## config.mk

```make
export PLATFORM = sky130hd
export DESIGN_NAME = intersection_ctrl
export DESIGN_NICKNAME = d
export VERILOG_FILES = /design/src/rtl/intersection_ctrl.sv
export SDC_FILE = /design/constraint.sdc
export NUM_CORES = 1
export LEC_CHECK = 0
export BUFFER_PORTS_ARGS = -buffer_cell sky130_fd_sc_hd__buf_2
export CAP_MARGIN = 20
export CORE_MARGIN = 8
export CORE_UTILIZATION = 57
export CTS_BUF_LIST = sky130_fd_sc_hd__clkbuf_4
export CTS_CLUSTER_DIAMETER = 50
export DETAILED_ROUTE_END_ITERATION = 8
export PLACE_DENSITY = 0.86
export SYNTH_ARGS = -nofsm -noshare
export SYNTH_HDL_FRONTEND = slang
export SYNTH_SLANG_ARGS = --single-unit
```

## constraint.sdc

```tcl
create_clock -name Clock -period 2.4 [get_ports Clock]
set_input_delay 0.12 -clock Clock [delete_from_list [all_inputs] [get_ports Clock]]
set_output_delay 0.12 -clock Clock [all_outputs]
set_load 0.01 [all_outputs]
```

## src/rtl/intersection_ctrl.sv

```systemverilog
// Purpose: two-way traffic light sequencer with all-red clearance, latched walk phase, night flash.
// Latency: lamps decode from registered state only; phases hold exactly T_* cycles.
// Backpressure: none; PedReq is latched and Night is sampled at all-red expiry.
module intersection_ctrl #(
    parameter int CNT_W        = 32,
    parameter int T_ALL_RED    = 25_000_000,
    parameter int T_RED_YELLOW = 25_000_000,
    parameter int T_GREEN      = 150_000_000,
    parameter int T_YELLOW     = 50_000_000,
    parameter int T_WALK       = 100_000_000,
    parameter int T_FLASH      = 25_000_000
) (
    input  logic       Clock,
    input  logic       Reset_N,
    input  logic       PedReq,
    input  logic       Night,
    output logic       NsRed,
    output logic       NsYellow,
    output logic       NsGreen,
    output logic       EwRed,
    output logic       EwYellow,
    output logic       EwGreen,
    output logic       Walk,
    output logic       PedPending,
    output logic [3:0] PhaseState
);

    localparam logic [3:0] AR_A  = 4'd0;
    localparam logic [3:0] NS_RY = 4'd1;
    localparam logic [3:0] NS_G  = 4'd2;
    localparam logic [3:0] NS_Y  = 4'd3;
    localparam logic [3:0] AR_B  = 4'd4;
    localparam logic [3:0] EW_RY = 4'd5;
    localparam logic [3:0] EW_G  = 4'd6;
    localparam logic [3:0] EW_Y  = 4'd7;
    localparam logic [3:0] WALK  = 4'd8;
    localparam logic [3:0] FLASH = 4'd9;

    localparam logic [CNT_W-1:0] LAST_AR    = CNT_W'(T_ALL_RED - 1);
    localparam logic [CNT_W-1:0] LAST_RY    = CNT_W'(T_RED_YELLOW - 1);
    localparam logic [CNT_W-1:0] LAST_G     = CNT_W'(T_GREEN - 1);
    localparam logic [CNT_W-1:0] LAST_Y     = CNT_W'(T_YELLOW - 1);
    localparam logic [CNT_W-1:0] LAST_WALK  = CNT_W'(T_WALK - 1);
    localparam logic [CNT_W-1:0] LAST_FLASH = CNT_W'(T_FLASH - 1);

    logic [3:0]       state;
    logic [3:0]       state_nxt;
    logic [CNT_W-1:0] cnt;
    logic [CNT_W-1:0] cnt_last;
    logic             next_dir;     // 0: WALK exits to NS, 1: WALK exits to EW
    logic             ped_pending;
    logic             flash_on;
    logic             expire;
    logic             all_red;
    logic             enter_walk;

    always_comb begin
        cnt_last = LAST_AR;
        case (state)
            AR_A, AR_B:   cnt_last = LAST_AR;
            NS_RY, EW_RY: cnt_last = LAST_RY;
            NS_G, EW_G:   cnt_last = LAST_G;
            NS_Y, EW_Y:   cnt_last = LAST_Y;
            WALK:         cnt_last = LAST_WALK;
            FLASH:        cnt_last = LAST_FLASH;
            default:      cnt_last = LAST_AR;
        endcase
    end

    assign expire     = (cnt == cnt_last);
    assign all_red    = (state == AR_A) || (state == AR_B);
    assign enter_walk = expire && all_red && !Night && ped_pending;

    always_comb begin
        state_nxt = AR_A;
        case (state)
            AR_A:    state_nxt = Night ? FLASH : (ped_pending ? WALK : NS_RY);
            NS_RY:   state_nxt = NS_G;
            NS_G:    state_nxt = NS_Y;
            NS_Y:    state_nxt = AR_B;
            AR_B:    state_nxt = Night ? FLASH : (ped_pending ? WALK : EW_RY);
            EW_RY:   state_nxt = EW_G;
            EW_G:    state_nxt = EW_Y;
            EW_Y:    state_nxt = AR_A;
            WALK:    state_nxt = next_dir ? EW_RY : NS_RY;
            default: state_nxt = AR_A;
        endcase
    end

    always_ff @(posedge Clock or negedge Reset_N) begin
        if (!Reset_N) begin
            state       <= AR_A;
            cnt         <= '0;
            next_dir    <= 1'b0;
            ped_pending <= 1'b0;
            flash_on    <= 1'b0;
        end else begin
            // Entering WALK clears the latch even if PedReq is high on that edge.
            if (enter_walk)
                ped_pending <= 1'b0;
            else if (PedReq && state != WALK)
                ped_pending <= 1'b1;

            if (state == FLASH) begin
                if (!Night) begin
                    state    <= AR_A;
                    cnt      <= '0;
                    next_dir <= 1'b0;
                    flash_on <= 1'b0;
                end else if (expire) begin
                    cnt      <= '0;
                    flash_on <= ~flash_on;
                end else begin
                    cnt <= cnt + 1'b1;
                end
            end else if (expire) begin
                cnt   <= '0;
                state <= state_nxt;
                if (state == AR_A) next_dir <= 1'b0;
                if (state == AR_B) next_dir <= 1'b1;
                if (state_nxt == FLASH) flash_on <= 1'b1;
            end else begin
                cnt <= cnt + 1'b1;
            end
        end
    end

    always_comb begin
        NsRed    = 1'b1;
        NsYellow = 1'b0;
        NsGreen  = 1'b0;
        EwRed    = 1'b1;
        EwYellow = 1'b0;
        EwGreen  = 1'b0;
        Walk     = 1'b0;
        case (state)
            NS_RY: NsYellow = 1'b1;
            NS_G:  begin NsRed = 1'b0; NsGreen = 1'b1; end
            NS_Y:  begin NsRed = 1'b0; NsYellow = 1'b1; end
            EW_RY: EwYellow = 1'b1;
            EW_G:  begin EwRed = 1'b0; EwGreen = 1'b1; end
            EW_Y:  begin EwRed = 1'b0; EwYellow = 1'b1; end
            WALK:  Walk = 1'b1;
            FLASH: begin
                NsRed    = 1'b0;
                EwRed    = 1'b0;
                NsYellow = flash_on;
                EwYellow = flash_on;
            end
            default: ;
        endcase
    end

    assign PedPending = ped_pending;
    assign PhaseState = state;

endmodule

```

# == Word-level counts from Yosys, hierarchy flattened ==
# Memory sizes are Yosys's and may differ from the RTL's.
# Index checks and enable logic that the tools add are counted.
# W data, S select, Z words.
# word_totals
regBits,39
romBits,256
in_bits,4
elab_cells,71
mem_count,1
# mem_list
name,words,word_bits,read_ports,rd_ports_with_merged_regs,write_ports,line,source
(name not given),16,16,1,0,0,59,case (state)
# op_classes
n_addsub,1
eq_ne,14
n_mux,31
bitwise_logic,1
reduce_logical,18
# op_table
operator,count
$mux W32,3
$add A32 B1 Y32 const B,1
$eq A32 B32 Y1,1
$pmux W4 S8,1
$mux W4,7
$mux W1,17
$eq A4 B3 Y1 const B,4
$eq A4 B4 Y1 const B,3
$eq A4 B2 Y1 const B,2
$reduce_and A3 Y1,2
$reduce_bool A2 Y1,3
$reduce_or A3 Y1,2
$eq A4 B1 Y1 const B,1
$logic_and A1 B1 Y1,4
$logic_not A4 Y1,1
$ne A4 B4 Y1 const B,1
$pmux W1 S2,2
$reduce_or A2 Y1,2
$mux W3,1
$reduce_bool A3 Y1,1
$ne A2 B1 Y1 const B,1
$ne A2 B2 Y1 const B,1
$reduce_and A2 Y1,1
$logic_not A1 Y1,1
other kinds (2),2

# == Longest topological paths before layout ==
# logic_depth
ltp_word,7
ltp_mapped,8
depth_no_buf,7

# == Least setup slack after synthesis ==
# Ideal clock, no wire load.
# synth_path
path_kind,flip-flop to flip-flop
start,"reg state[1], in the netlist PhaseState[1]"
end,reg cnt[24]
arrival_ps,2127
setup_slack_ps,153
path_stages_with_launch,8
path_buffers,1
period_less_slack_ps,2247
cell_sequence,dfrtp_1 or4b_4 clkinv_2 nand4_1 a2111o_1 o21ai_4 buf_6 nor2_1
# synth_via
elab_chain_len,5
# synth_rtl
element,line,source
"start, declared",46,logic [3:0] state;
"start signal, assigned",118,state <= state_nxt;
$mem_v2 Z16 W16,-,
$eq A32 B32 Y1,70,assign expire = (cnt == cnt_last);
$mux W32,"110, 116",
$mux W32,105,if (!Night) begin
$mux W32 *,104,if (state == FLASH) begin
"end signal, assigned",114,cnt <= cnt + 1'b1;
"end signal, assigned",123,cnt <= cnt + 1'b1;
"end, declared",48,logic [CNT_W-1:0] cnt;
# Mark *: on every way between the ends. The rest lies on a longest branch, timed or not.
# A chain may end at the register's enable or synchronous reset.

# == Final worst setup path ==
# layout_path
start,"reg state[2], in the netlist PhaseState[2]"
end,reg cnt[6]
# Same word-level chain as after synthesis.

==> impl_metrics.env <==
export IMPL_yosysSeqAreaShare_pct=41.6
export IMPL_synth_area_leader_cell="dfrtp_1"
export IMPL_busiest_layer="met2"
export IMPL_worst_hold_slack_ns=0.0754
export IMPL_fmax_mhz=413
export IMPL_max_clock_path_buffers=2
export IMPL_detail_route_antenna_nets=0
export IMPL_grt_max_degree=40
export IMPL_status="complete, but fails checks"
export IMPL_clock_latency_ns=0.37
export IMPL_finalSetupViolCount=8
export IMPL_htreeDepth=2
export IMPL_postSynthCellCount=267
export IMPL_path_cells="or4b_4 -> o221ai_2 -> a22oi_1 -> a2111o_1 -> o21ai_4 -> buf_12 -> clkbuf_16 -> nor2_1"
export IMPL_clockRootBuffer="clkbuf_4"
export IMPL_grt_pass1_vias=2032
export IMPL_cts_tree="built"
export IMPL_grt_ovfl_total=0
export IMPL_reg2reg_slack_ns=-0.02
export IMPL_hold_depth=3
export IMPL_min_from="PedReq"
export IMPL_cts_sinks=39
export IMPL_slew_viol_final=0
export IMPL_cts_buffers=5
export IMPL_synth_area_leaders="dfrtp_1 42%, nor2_1 8.0%, xnor2_1 6.7%, nand3_1 4.9%, xor2_1 4.9%"
export IMPL_core_sq_um=3970
export IMPL_period_minus_slack_ns=2.42
export IMPL_worstMarginPinSlew_ns=0.855
export IMPL_cap_violations=0
export IMPL_critPathTopFamily="compound AO/OA/AOI/OAI gates"
export IMPL_start_util_pct=59.1
export IMPL_r2r_end="cnt[6]$_DFF_PN0_"
export IMPL_global_route_usage_met3_pct=5.13
export IMPL_grt_util_met1_pct=22.5
export IMPL_endpoint_kind="flop"
export IMPL_wl_per_cell_microns=17.9
export IMPL_portBuffers=15
export IMPL_fin_skew_ns=0.0202
export IMPL_netlist_area_leader_share_pct=41.6
export IMPL_crit_buf_inv=2
export IMPL_die_w_microns=80.2
export IMPL_critPathMaxFanout=6
export IMPL_fillCellCount=301
export IMPL_first_pass_iters=5
export IMPL_p_leak_uw=0.00118
export IMPL_crit_arrival_ns=2.68
export IMPL_grt_total_usage_pct=18.5
export IMPL_final_hold_violation_count=0
export IMPL_synthesis_area_sq_um=2350
export IMPL_failed_checks="negative setup slack"
export IMPL_grt_pass1_wl_microns=9400
export IMPL_final_seq_area_sq_um=976
export IMPL_ios=16
export IMPL_synth_area_per_cell_sq_um=8.79
export IMPL_hold_path_class="primary input to flop"
export IMPL_ys_warn_count=0
export IMPL_num_vias=2148
export IMPL_peakVddDrop_v=0.000603
export IMPL_drive_above_1_share_pct=18.7
export IMPL_maxSlewHeadroom_pct=43.0
export IMPL_async_flop_share_pct=100
export IMPL_dp_hpwl_microns=4030
export IMPL_viasPerCell=6.14
export IMPL_fin_crit_sh_pct=101
export IMPL_critPathLaunchType="flop"
export IMPL_n_antenna_cell=0
export IMPL_drc=0
export IMPL_synth_ff_latch_count=39
export IMPL_grt_use_met2_pct=28.8
export IMPL_dieArea_sq_um=6430
export IMPL_reg2reg_from="PhaseState[2]$_DFFE_PN0P_"
export IMPL_ys_flop_type="dfrtp_1"
export IMPL_nets=304
export IMPL_critPathSlowestCell="or4b_4"
export IMPL_powerDensity_nw_per_um2=718
export IMPL_synth_edff_count=0
export IMPL_dieHeight_microns=80.2
export IMPL_place_congestion=0.922
export IMPL_final_cells=350
export IMPL_rows=23
export IMPL_syn_nets=272
export IMPL_layout_setup_ws_ns=-0.0241
export IMPL_antenna_found_initial=0
export IMPL_rsz0062_at_grt="true"
export IMPL_setup_tns_ns=-0.0878
export IMPL_syn2layout_area_growth_pct=16.8
export IMPL_synth_cell_type_count=48
export IMPL_dp_cells=334
export IMPL_reg2reg_depth=8
export IMPL_routed_wl_microns=6280
export IMPL_clkTransAtPathRegs_ns=0.13
export IMPL_drt_first_iter_violations=224
export IMPL_path_class="flop to flop"
export IMPL_multiInputGateArea_sq_um=1280
export IMPL_min_to="PedPending$_DFFE_PN0P_"
export IMPL_cp_required_ns=2.66
export IMPL_worst_path_largest_cell_delay_ns=0.60
==> synth_stat cells, types with 2 or more instances <==
cell type / count
or2_2: 2
nand3_1: 23
a211o_1: 2
nand4_1: 9
buf_6: 4
nand2_1: 20
nor2_1: 50
o21ai_0: 3
clkbuf_1: 5
xor2_1: 13
and3_1: 9
a21oi_1: 4
a2111o_1: 2
o211ai_1: 3
nor4_1: 3
dfrtp_1: 39
xnor2_1: 18
a211oi_1: 2
nand2b_1: 4
nor2b_1: 4
inv_1: 9
nor3_1: 9
nor4b_1: 3
and4_1: 2
o2111ai_1: 2
==> sequential cells by signal, summed over array words and instances, names as in the netlist <==
name,count
PedPending,1
PhaseState,4
cnt,32
flash_on,1
next_dir,1
==> layout by cell type, fill, tap and decap left out, types with 2 or more instances in the layout <==
master	Yosys	final
buf_12	0	2
dfrtp_1	39	39
xnor2_1	18	18
inv_1	9	9
o211ai_1	3	3
a21oi_1	4	4
nor4b_1	3	3
nor2_1	50	45
o2111ai_1	2	2
o21ai_0	3	3
or2_2	2	2
clkbuf_4	0	5
nand2b_1	4	4
and4_1	2	2
nor4_1	3	3
nand2_1	20	20
buf_4	0	12
buf_6	4	2
buf_2	0	15
a211o_1	2	2
nand3_1	23	23
nor2_2	1	6
xor2_1	13	13
a2111o_1	2	2
nor2b_1	4	4
nor3_1	9	9
clkbuf_16	0	2
nand4_1	9	9
and3_1	9	9
a211oi_1	2	2
==> how the worst max path moves through the flow <==
stage | start | end | slack (ns) | depth (start not counted)
2_1_floorplan | PhaseState[1]$_DFFE_PN0P_ | cnt[24]$_DFF_PN0_ | 0.15 | 7
3_3_place_gp | PhaseState[1]$_DFFE_PN0P_ | cnt[18]$_DFF_PN0_ | 0.16 | 7
3_5_place_dp | PhaseState[1]$_DFFE_PN0P_ | cnt[15]$_DFF_PN0_ | 0.06 | 7
4_1_cts | PhaseState[1]$_DFFE_PN0P_ | cnt[23]$_DFF_PN0_ | 0.01 | 7
5_1_grt | PhaseState[3]$_DFFE_PN0P_ | PhaseState[1]$_DFFE_PN0P_ | -0.09 | 7
6_report | PhaseState[2]$_DFFE_PN0P_ | cnt[6]$_DFF_PN0_ | -0.02 | 8
==> routing by layer <==
metal,vias to the layer above,routed length [microns],part of all wire [%]
met4,0,197,3.1
met5,-,0,0
met1,1035,2590,41
met2,99,3100,49
li1,993,-,-
met3,21,398,6.3
==> stage by stage <==
step	utilization, %	power (uW)	worst slack [ns]	cell area, sq um
finish	69.1	1970	-0.0241	2740
global route	69.1	2070	-0.0900	2740
CTS	65.8	1870	0.0140	2610
detailed placement	63.5	1410	0.0605	2520
global placement	63.5	1390	0.160	2520
floorplan	-	1220	0.153	2350
==> worst min-delay path: cells and delay by family <==
kind	cells	cell delay, ns
buffers and inverters	1	0.10
AO/OA/AOI/OAI	2	0.20
==> kinds of logic (layout without fill, tap and decap cells) <==
kind of cell	after synthesis	count (layout)	synth area share, %
XOR/XNOR	31	31	11.6
flip-flops	39	39	41.6
multiplexers	1	1	0.480
adder cells (fa/ha/maj)	1	1	0.533
buffers and inverters	20	53	4.53
AO/OA/AOI/OAI	29	29	10.4
AND/OR/NAND/NOR	146	146	30.9
==> timing repair <==
item	in CTS	in global routing
hold endpoints to repair	39	0
endpoints found under the setup margin	0	18
buffers inserted	0	3
hold buffers	1	0
resized for setup	0	11
==> final cells by class <==
class | instances | share of cell area (%)
Clock buffer | 5 | 1.37
Clock inverter | 3 | 1.60
Multi-Input combinational cell | 208 | 46.6
Tap cell | 50 | 2.28
Inverter | 10 | 1.55
Sequential cell | 39 | 35.6
Timing Repair Buffer | 35 | 11.0
==> power breakdown <==
| part | total, uW | internal (uW) | switching, uW |
|---|---|---|---|
| logic | 685 | 300 | 385 |
| registers | 833 | 737 | 96.5 |
| clock network | 452 | 219 | 233 |
| total | 1970 | 1260 | 715 |
Power figures use the tool's default switching activity.
